<file path="src/rtl/wave_pkg.sv">
// Shared definitions for the waveform capture block: FSM state encoding
// and the two's-complement to offset-binary sample conversion.
package wave_pkg;

  localparam logic [1:0] ARMED  = 2'b00;
  localparam logic [1:0] ACTIVE = 2'b01;
  localparam logic [1:0] WAIT   = 2'b10;

  // Widest sample the conversion helper accepts.
  localparam int OB_MAX_W = 64;

  // Keeps the top out_w bits of a sample_w-bit two's-complement value and
  // flips the sign bit, giving offset binary in bits [out_w-1:0]. The
  // caller zero-extends the sample to OB_MAX_W and truncates the result.
  function automatic logic [OB_MAX_W-1:0] offset_binary(
    input logic [OB_MAX_W-1:0] sample,
    input int                  sample_w,
    input int                  out_w
  );
    offset_binary = (sample >> (sample_w - out_w)) ^ (OB_MAX_W'(1) << (out_w - 1));
  endfunction

endpackage

</file>
<file path="src/rtl/wave_trig_detect.sv">
// Trigger detector: previous-sample tracking, signed level compare with
// rising/falling edge select, and the optional auto-trigger timeout.
// Macro WAVE_CAPTURE_AUTO_TRIG_EN enables the timeout path; without it the
// trigger comes from an edge only and auto_flag is tied low.
module wave_trig_detect
  import wave_pkg::*;
#(
  parameter int SAMPLE_W     = 16,
  parameter int AUTO_TIMEOUT = 1024
) (
  input  logic                clk,
  input  logic                reset,
  input  logic                sample_strobe,
  input  logic [SAMPLE_W-1:0] sample,
  input  logic [SAMPLE_W-1:0] trig_level,
  input  logic                trig_falling,
  input  logic                arm_enable,
  output logic                trig,
  output logic                auto_flag
);

  logic [SAMPLE_W-1:0] prev_reg;
  logic                prev_valid_reg;
  logic                rise_hit;
  logic                fall_hit;
  logic                edge_hit;

  // Previous sample follows every strobe regardless of capture state.
  always_ff @(posedge clk or posedge reset) begin
    if (reset) begin
      prev_reg       <= '0;
      prev_valid_reg <= 1'b0;
    end else if (sample_strobe) begin
      prev_reg       <= sample;
      prev_valid_reg <= 1'b1;
    end
  end

  assign rise_hit = ($signed(prev_reg) <  $signed(trig_level)) &&
                    ($signed(sample)   >= $signed(trig_level));
  assign fall_hit = ($signed(prev_reg) >= $signed(trig_level)) &&
                    ($signed(sample)   <  $signed(trig_level));

  // Level and edge select only matter while armed, so changes made during
  // a capture take effect at the next arm.
  assign edge_hit = sample_strobe && arm_enable && prev_valid_reg &&
                    (trig_falling ? fall_hit : rise_hit);

`ifdef WAVE_CAPTURE_AUTO_TRIG_EN
  localparam int TO_W = $clog2(AUTO_TIMEOUT) + 1;

  logic [TO_W-1:0] timeout_reg;
  logic            timeout_hit;
  logic            auto_reg;

  assign timeout_hit = sample_strobe && arm_enable &&
                       (timeout_reg == TO_W'(AUTO_TIMEOUT - 1));

  // Counts strobes while armed; held at zero otherwise so it starts fresh
  // on each entry to ARMED.
  always_ff @(posedge clk or posedge reset) begin
    if (reset) begin
      timeout_reg <= '0;
    end else if (!arm_enable) begin
      timeout_reg <= '0;
    end else if (sample_strobe) begin
      timeout_reg <= timeout_reg + TO_W'(1);
    end
  end

  // Remembers whether the latest capture was forced; a real edge wins a tie.
  always_ff @(posedge clk or posedge reset) begin
    if (reset) begin
      auto_reg <= 1'b0;
    end else if (edge_hit) begin
      auto_reg <= 1'b0;
    end else if (timeout_hit) begin
      auto_reg <= 1'b1;
    end
  end

  assign trig      = edge_hit || timeout_hit;
  assign auto_flag = auto_reg;
`else
  assign trig      = edge_hit;
  assign auto_flag = 1'b0;
`endif

endmodule

</file>
<file path="src/rtl/wave_capture_param.sv">
// Waveform capture into a double-buffered RAM: waits armed for a trigger,
// writes 2^ADDR_W offset-binary samples into the half the display does not
// own, then waits for the display to go idle and swaps halves.
// Macro WAVE_CAPTURE_AUTO_TRIG_EN enables the auto-trigger timeout.
module wave_capture_param
  import wave_pkg::*;
#(
  parameter int SAMPLE_W     = 16,
  parameter int OUT_W        = 8,
  parameter int ADDR_W       = 8,
  parameter int AUTO_TIMEOUT = 1024
) (
  input  logic                clk,
  input  logic                reset,
  input  logic                new_sample_ready,
  input  logic [SAMPLE_W-1:0] new_sample_in,
  input  logic [SAMPLE_W-1:0] trig_level,
  input  logic                trig_falling,
  input  logic                wave_display_idle,
  output logic [ADDR_W:0]     write_address,
  output logic                write_enable,
  output logic [OUT_W-1:0]    write_sample,
  output logic                read_index,
  output logic                armed,
  output logic                triggered_auto
);

  logic [1:0]        state_reg;
  logic [ADDR_W-1:0] count_reg;
  logic              read_index_reg;
  logic              write_enable_reg;
  logic [ADDR_W:0]   write_address_reg;
  logic [OUT_W-1:0]  write_sample_reg;
  logic              trig;
  logic              auto_flag;
  logic [OUT_W-1:0]  sample_ob;

  assign armed     = (state_reg == ARMED);
  assign sample_ob = OUT_W'(offset_binary(OB_MAX_W'(new_sample_in), SAMPLE_W, OUT_W));

  wave_trig_detect #(
    .SAMPLE_W     (SAMPLE_W),
    .AUTO_TIMEOUT (AUTO_TIMEOUT)
  ) u_trig (
    .clk           (clk),
    .reset         (reset),
    .sample_strobe (new_sample_ready),
    .sample        (new_sample_in),
    .trig_level    (trig_level),
    .trig_falling  (trig_falling),
    .arm_enable    (armed),
    .trig          (trig),
    .auto_flag     (auto_flag)
  );

  // Capture FSM plus registered write port; address/data hold between writes.
  always_ff @(posedge clk or posedge reset) begin
    if (reset) begin
      state_reg         <= ARMED;
      count_reg         <= '0;
      read_index_reg    <= 1'b0;
      write_enable_reg  <= 1'b0;
      write_address_reg <= '0;
      write_sample_reg  <= '0;
    end else begin
      write_enable_reg <= 1'b0;
      case (state_reg)
        ARMED: begin
          // The triggering sample itself becomes index 0.
          if (trig) begin
            state_reg         <= ACTIVE;
            count_reg         <= ADDR_W'(1);
            write_enable_reg  <= 1'b1;
            write_address_reg <= {~read_index_reg, {ADDR_W{1'b0}}};
            write_sample_reg  <= sample_ob;
          end
        end
        ACTIVE: begin
          if (new_sample_ready) begin
            write_enable_reg  <= 1'b1;
            write_address_reg <= {~read_index_reg, count_reg};
            write_sample_reg  <= sample_ob;
            if (count_reg == {ADDR_W{1'b1}}) begin
              state_reg <= WAIT;
              count_reg <= '0;
            end else begin
              count_reg <= count_reg + ADDR_W'(1);
            end
          end
        end
        WAIT: begin
          if (wave_display_idle) begin
            state_reg      <= ARMED;
            read_index_reg <= ~read_index_reg;
          end
        end
        default: state_reg <= ARMED;
      endcase
    end
  end

  assign write_enable   = write_enable_reg;
  assign write_address  = write_address_reg;
  assign write_sample   = write_sample_reg;
  assign read_index     = read_index_reg;
  assign triggered_auto = auto_flag;

endmodule

</file>
<file path="config.mk">
export PLATFORM = sky130hd
export DESIGN_NAME = wave_capture_param
export DESIGN_NICKNAME = d
export VERILOG_FILES = /design/src/rtl/wave_pkg.sv /design/src/rtl/wave_trig_detect.sv /design/src/rtl/wave_capture_param.sv
export SDC_FILE = /design/constraint.sdc
export NUM_CORES = 1
export LEC_CHECK = 0
export ABC_AREA = 1
export BUFFER_PORTS_ARGS = -buffer_cell sky130_fd_sc_hd__buf_2
export CELL_PAD_IN_SITES_DETAIL_PLACEMENT = 1
export CELL_PAD_IN_SITES_GLOBAL_PLACEMENT = 2
export CORE_MARGIN = 5
export CORE_UTILIZATION = 34
export CTS_CLUSTER_DIAMETER = 40
export DETAILED_ROUTE_END_ITERATION = 7
export MAX_ROUTING_LAYER = met4
export PLACE_DENSITY_LB_ADDON = 0.05
export SLEW_MARGIN = 0
export SYNTH_ARGS = -nofsm -noshare
export SYNTH_HDL_FRONTEND = slang
export SYNTH_SLANG_ARGS = --single-unit
</file>
<file path="constraint.sdc">
create_clock -name clk -period 3.6 [get_ports clk]
set_clock_uncertainty 0.05 [all_clocks]
set_input_delay 0.18 -clock clk [delete_from_list [all_inputs] [get_ports clk]]
set_output_delay 0.18 -clock clk [all_outputs]
set_load 0.01 [all_outputs]
</file>
-- Word level (Yosys, flattened, before mapping)
Index checks and enable logic that the tools add are counted.
- register bits: 46
- logic and storage cells: 51
- add/subtract/negate cells: 1
- magnitude comparators: 4
- equal/unequal tests: 7
- muxes and demuxes: 19
- bitwise logic cells: 2
- reduce and logical (&&, ||, !) cells: 10
- operators with widths (kind ; number):
    2-to-1 mux 8 bit ; 5
    >= comparator 16 bit ; 2
    < comparator 16 bit ; 2
    one-hot mux 8 bit (2 select lines) ; 2
    2-to-1 mux 9 bit ; 2
    one-hot mux 9 bit (2 select lines) ; 1
    adder 8 x 1 -> 8 bit, second input constant ; 1
    == test 8 bit, second input constant ; 1
    2-to-1 mux 2 bit ; 4
    inequality test 2 bit, second input constant ; 4
    one-hot mux 2 bit (3 select lines) ; 1
    logical AND 1 bit ; 5
    AND reduction 4 bit ; 1
    2-to-1 mux 1 bit ; 3
    AND reduction 3 bit ; 1
    == test 2 x 1 -> 1 bit, second input constant ; 1
    == test 2 bit, second input constant ; 1
    zero test 2 bit ; 1
    NOT 1 bit ; 2
    one-hot mux 1 bit (2 select lines) ; 1
    AND reduction 2 bit ; 1
    nonzero test 2 bit ; 1

-- Logic depth before layout (Yosys ltp)
- word-level depth: 6
- mapped depth: 20
- gate-level depth less buffers: 19

-- Modules after synthesis
Synthesis repeated with hierarchy kept, for this count alone.
- cells, all modules: 368
- area total of the unflattened synthesis: 2865.2 µm²
- modules (own cells, without submodules) (module ; times used ; cells each ; area each (µm²) ; sequential area each (µm²)):
    wave_trig_detect ; 1 ; 216 ; 1532.7 ; 425.4
    wave_capture_param ; 1 ; 152 ; 1332.5 ; 725.7

-- Worst setup path after synthesis
Ideal clock, no wire load.
- path type: register to register
- start point: register u_trig.prev_reg[15]
- end point: register count_reg[7]
- arrival: 1808 ps
- slack: 1625 ps
- stages on the path, launching flop included: 16
- buffers on the path: 1
- period minus slack after synthesis: 1975 ps
- cell sequence: dfrtp_1 ha_1 nand2_1 inv_2 nand3_1 inv_1 a21oi_1 nand3_1 and2_0 nand2_1 nand2_2 nand3_4 nand2_4 buf_6 nand2_1 nand2_1
- cells in the longest elaborated chain, start to end: 6
- ends and longest elaborated chain (element ; line ; text):
    start, declared ; wave_trig_detect.sv:22 ; logic [SAMPLE_W-1:0] prev_reg;
    start signal, assigned ; wave_trig_detect.sv:34 ; prev_reg <= sample;
    < comparator 16 bit or >= comparator 16 bit (tied branches) ; wave_trig_detect.sv:39, wave_trig_detect.sv:41 ;
    logical AND 1 bit, on equally long branches ; wave_trig_detect.sv:39, wave_trig_detect.sv:41 ;
    2-to-1 mux 1 bit (*) ; wave_trig_detect.sv:47 ; (trig_falling ? fall_hit : rise_hit);
    logical AND 1 bit (*) ; wave_trig_detect.sv:46 ; assign edge_hit = sample_strobe && arm_enable && prev_valid_reg &&
    inequality test 2 bit (no source line) (*) ; n/a ;
    AND reduction 3 bit (no source line) (*) ; n/a ;
    end signal, assigned ; wave_capture_param.sv:87 ; count_reg <= count_reg + ADDR_W'(1);
    end, declared ; wave_capture_param.sv:29 ; logic [ADDR_W-1:0] count_reg;
Every way passes the cells marked *; elsewhere a longest branch is shown, timed or not.
A chain may end at the register's enable or synchronous reset.

-- Worst setup path in the final report
- start point: register u_trig.prev_reg[11]
- end point: register write_sample_reg[2], in the netlist write_sample[2]
- cells in the longest elaborated chain, start to end: 6
- ends and longest elaborated chain (element ; line ; text):
    < comparator 16 bit or >= comparator 16 bit (tied branches) ; wave_trig_detect.sv:39, wave_trig_detect.sv:41 ;
    logical AND 1 bit, on equally long branches ; wave_trig_detect.sv:39, wave_trig_detect.sv:41 ;
    2-to-1 mux 1 bit (*) ; wave_trig_detect.sv:47 ;
    logical AND 1 bit (*) ; wave_trig_detect.sv:46 ;
    inequality test 2 bit (no source line) (*) ; n/a ;
    AND reduction 3 bit (no source line) (*) ; n/a ;
    end signal, assigned ; wave_capture_param.sv:75 ; write_sample_reg <= sample_ob;
    end signal, assigned ; wave_capture_param.sv:82 ; write_sample_reg <= sample_ob;
    end, declared ; wave_capture_param.sv:33 ; logic [OUT_W-1:0] write_sample_reg;
Marked as above.

==> PnR_summary.wiki <==
{| class="wikitable"
! Metric !! Value
|-
| Result of the run || completed
|-
| Vert. Die Dim || 102.4 um
|-
| Max transition margin || 32.65%
|-
| Adder-cell area share of the yosys netlist || between 10 and 15%
|-
| Synthesized-area fraction occupied by ao, oa, aoi and oai cells || under 10%
|-
| Most used cell along the critical path || sky130_fd_sc_hd__nand2_1
|-
| Worst endpoint data arrival time || 2.76 ns
|-
| Synthesis warning total || 0
|-
| Register clock-pin slew on the reported worst setup and hold paths || 0.09 ns
|-
| Highest-count cells in the layout ignoring fill and taps || sky130_fd_sc_hd__nand2_1, sky130_fd_sc_hd__buf_2, sky130_fd_sc_hd__inv_1, sky130_fd_sc_hd__dfrtp_1, sky130_fd_sc_hd__nand3_1
|-
| Highest ir drop seen on vdd || ~0.00022 V
|-
| Layout cell share with drive strength beyond 1 || 16.52%
|-
| Clock buffer count from CTS || 5
|-
| Xor and xnor fraction of the mapped netlist area || roughly 1.2%
|-
| Signed area change from the synthesized netlist to the final layout || 15.46%
|-
| Insertion delay of the later-clocked pin in the worst-skew pair || about 0.3 ns
|-
| Class of the most critical hold timing path || input port to register
|-
| Vias per Instance || about 4.8
|-
| Final core occ || roughly two fifths
|-
| Number of buffer and inverter stages on the critical path || 0
|-
| Most frequent standard cell in the layout excluding fill and tap cells || sky130_fd_sc_hd__nand2_1
|-
| Number of core rows || 33
|-
| Distinct cells, synth || 32
|-
| Cell-by-cell listing of the critical path || ha_1, a21oi_1, nand2_1, a21oi_1, nand2_1, nand2_1, and2_0, nand2_1, nand2_2, nand3_4, nand2_4, nand2_1, nand2_1
|-
| Max Buffers Root-to-Sink || 2
|-
| Clock tree from TritonCTS || built
|-
| Critical Setup Path Class || register to register
|-
| Syn nets || between 400 and 500
|-
| Number of antenna repair diodes || 0
|-
| Sequential element share of the synthesized area || 39.62%
|-
| Num Clock Sinks || between 40 and 50
|-
| Unrepaired setup endpoints after global routing || false
|-
| Post-cts gate resize count || 0
|-
| Average footprint of a synthesized cell || between 7 and 8 um2
|-
| Cell count after synthesis || approximately 390
|-
| Post-route clock period utilization || 71.28%
|-
| Main combinational cell family by area after synthesis || simple AND/OR/NAND/NOR gates
|-
| Vias || 2602
|-
| Count of pins on the block boundary || between 50 and 60
|-
| Mux contribution to synthesized area || 0%
|-
| Total negative setup slack || 0 ns
|-
| Endpoint class of the critical path || register
|-
| Count of final max-slew check failures || 0
|-
| Maximum achievable frequency || roughly 390 MHz
|-
| Data required time of the worst path || around 3.8 ns
|-
| DRC Markers || 0
|-
| Port Buffer Count || 56
|-
| Simple-gate share of the synthesized area || a little under a third
|-
| Sort of element at the start of the critical path || register
|-
| Transition at the pin with the smallest max-transition slack || 1.009 ns
|-
| Placed Instance Area || about 0.0033 mm2
|-
| Number of synthesized register bits || between 40 and 50
|-
| Post-detail-place hpwl || approximately 5.7 mm
|-
| Count of cell instances traversed by the critical path || 13
|-
| Initial DRT Pass Iterations || 4
|-
| Average wire per standard cell || around 14 um
|-
| Number of global-route vias before repair || ~2700
|-
| Initial antenna violation count || 0
|-
| Final instance area || approximately 0.0034 mm2
|-
| Hold Worst Slack || between 0.02 and 0.03 ns
|-
| Final min period || around 2.6 ns
|-
| Largest stage delay, worst path || 0.39 ns
|-
| Number of nets with antenna violations after routing || 0
|-
| PwrDens || around 450 mW/mm2
|-
| Root cell of the clock tree || sky130_fd_sc_hd__clkbuf_8
|-
| Post-synthesis instance area || about 0.0029 mm2
|-
| Number of flip-flops under the largest register name || 16
|-
| Global routing usage summed across all routing layers || about 16%
|-
| Largest net degree at the start of global routing || 47
|-
| Post CTS Setup Buffer Count || 0
|-
| Std-Cell Core Area || about 0.0083 mm2
|-
| Sum of overflow across all layers after global routing || 0
|-
| Slowest cell on crit path || sky130_fd_sc_hd__dfrtp_1
|-
| Starting utilization of the core area || around a third
|-
| Synth Flop Type || sky130_fd_sc_hd__dfrtp_1
|-
| DRC violation total after the first TritonRoute iteration || approximately 70
|-
| Overall power after layout || roughly 0.0015 W
|-
| Async S/R FF share, synth || 100.0%
|-
| Number of nets at the end of the flow || 511
|-
| Family with the most delay on the worst path || simple AND/OR/NAND/NOR gates
|-
| Leakage power || just under 2 nW
|-
| Filler cells || 1058
|-
| Count of flip-flops with a built-in enable after synthesis || 0
|-
| Wire length of the first global-routing pass || 12.95 mm
|-
| Wire length after detailed routing || roughly 7.4 mm
|-
| Cell depth of the worst flop-to-flop path || 13
|-
| Setup Viol. Count Final || 0
|-
| Max-cap violations || 0
|-
| H-Tree Depth || 2
|-
| Die area || 0.01049 mm2
|-
| Worst Hold Path Cells || 2
|-
| Die X || 102.4 um
|-
| Critical-path maximum fanout || 27
|-
| Routability congestion estimate || about 0.75
|-
| Final count of hold timing violations || 0
|-
| Number of buffers added to fix hold violations after cts || 0
|}
-- layer usage --
metal	GRT usage [%]	share of wire, %	vias up
met5	-	0	-
met2	25.67	48	38
li1	-	-	1322
met3	2.253	3.0	4
met1	21.66	48	1238
met4	3.027	0.57	0
-- cell families after synthesis --
family	Yosys count
adder cells (fa/ha/maj)	33
XOR/XNOR	4
AND/OR/NAND/NOR	219
other	1
AO/OA/AOI/OAI	24
buffers and inverters	60
flip-flops	46
-- where the power goes --
part           switching [W]  total (W)  internal, W
clock network       0.000190   0.000328     0.000138
registers          0.0000707   0.000683     0.000613
logic               0.000320   0.000514     0.000195
total               0.000581    0.00153     0.000945
-- synthesized netlist by cell type, types with 2 or more instances --
cell	count	area share, %
sky130_fd_sc_hd__dfrtp_1	46	40
sky130_fd_sc_hd__nand3_1	38	6.5
sky130_fd_sc_hd__buf_6	2	0.78
sky130_fd_sc_hd__a21oi_1	13	2.2
sky130_fd_sc_hd__buf_2	3	0.52
sky130_fd_sc_hd__o21ai_0	7	1.2
sky130_fd_sc_hd__nand2_2	2	0.43
sky130_fd_sc_hd__ha_1	33	14
sky130_fd_sc_hd__nand2_1	142	18
sky130_fd_sc_hd__nand4_1	2	0.43
sky130_fd_sc_hd__nor2_1	26	3.4
sky130_fd_sc_hd__clkbuf_1	4	0.52
sky130_fd_sc_hd__xor2_1	3	0.90
sky130_fd_sc_hd__nor3_1	2	0.34
sky130_fd_sc_hd__inv_1	47	6.1
-- worst paths after layout --
| check | start | end | slack, ns |
|---|---|---|---|
| max | u_trig.prev_reg[11] | write_sample[2] | 1.03 |
| min in group asynchronous | reset | u_trig.prev_reg[6] | 0.06 |
| max reg2reg | u_trig.prev_reg[11] | write_sample[2] | 1.03 |
| max in group asynchronous | reset | write_sample[6] | 2.81 |
| min | wave_display_idle | state_reg[1] | 0.03 |
| min reg2reg | u_trig.prev_valid_reg | u_trig.prev_valid_reg | 0.42 |
-- worst register-to-register path, stage by stage, from the launching register on --
cell                      delay [ns]
sky130_fd_sc_hd__dfrtp_1        0.39
sky130_fd_sc_hd__ha_1           0.31
sky130_fd_sc_hd__a21oi_1        0.16
sky130_fd_sc_hd__nand2_1        0.11
sky130_fd_sc_hd__a21oi_1        0.23
sky130_fd_sc_hd__nand2_1        0.08
sky130_fd_sc_hd__nand2_1        0.08
sky130_fd_sc_hd__and2_0         0.12
sky130_fd_sc_hd__nand2_1        0.07
sky130_fd_sc_hd__nand2_2        0.08
sky130_fd_sc_hd__nand3_4        0.28
sky130_fd_sc_hd__nand2_4        0.37
sky130_fd_sc_hd__nand2_1        0.10
sky130_fd_sc_hd__nand2_1        0.08
-- through the flow --
stage	worst slack [ns]	std cells
5_1_grt	0.7456	547
3_5_place_dp	1.012	539
6_report	1.034	547
3_3_place_gp	1.043	539
2_1_floorplan	1.625	387
4_1_cts	0.9861	547
-- cell type report --
class | count | area, um2 | area share [%]
inverters | 49 | 183.9 | 5.483
well taps | 105 | 131.4 | 3.916
multi-input cells | 281 | 1506 | 44.91
clock buffers | 6 | 72.57 | 2.163
clock inverters | 2 | 13.76 | 0.4103
repair buffers | 58 | 295.3 | 8.803
flip-flops and latches | 46 | 1151 | 34.32
Power figures use the tool's default switching activity.
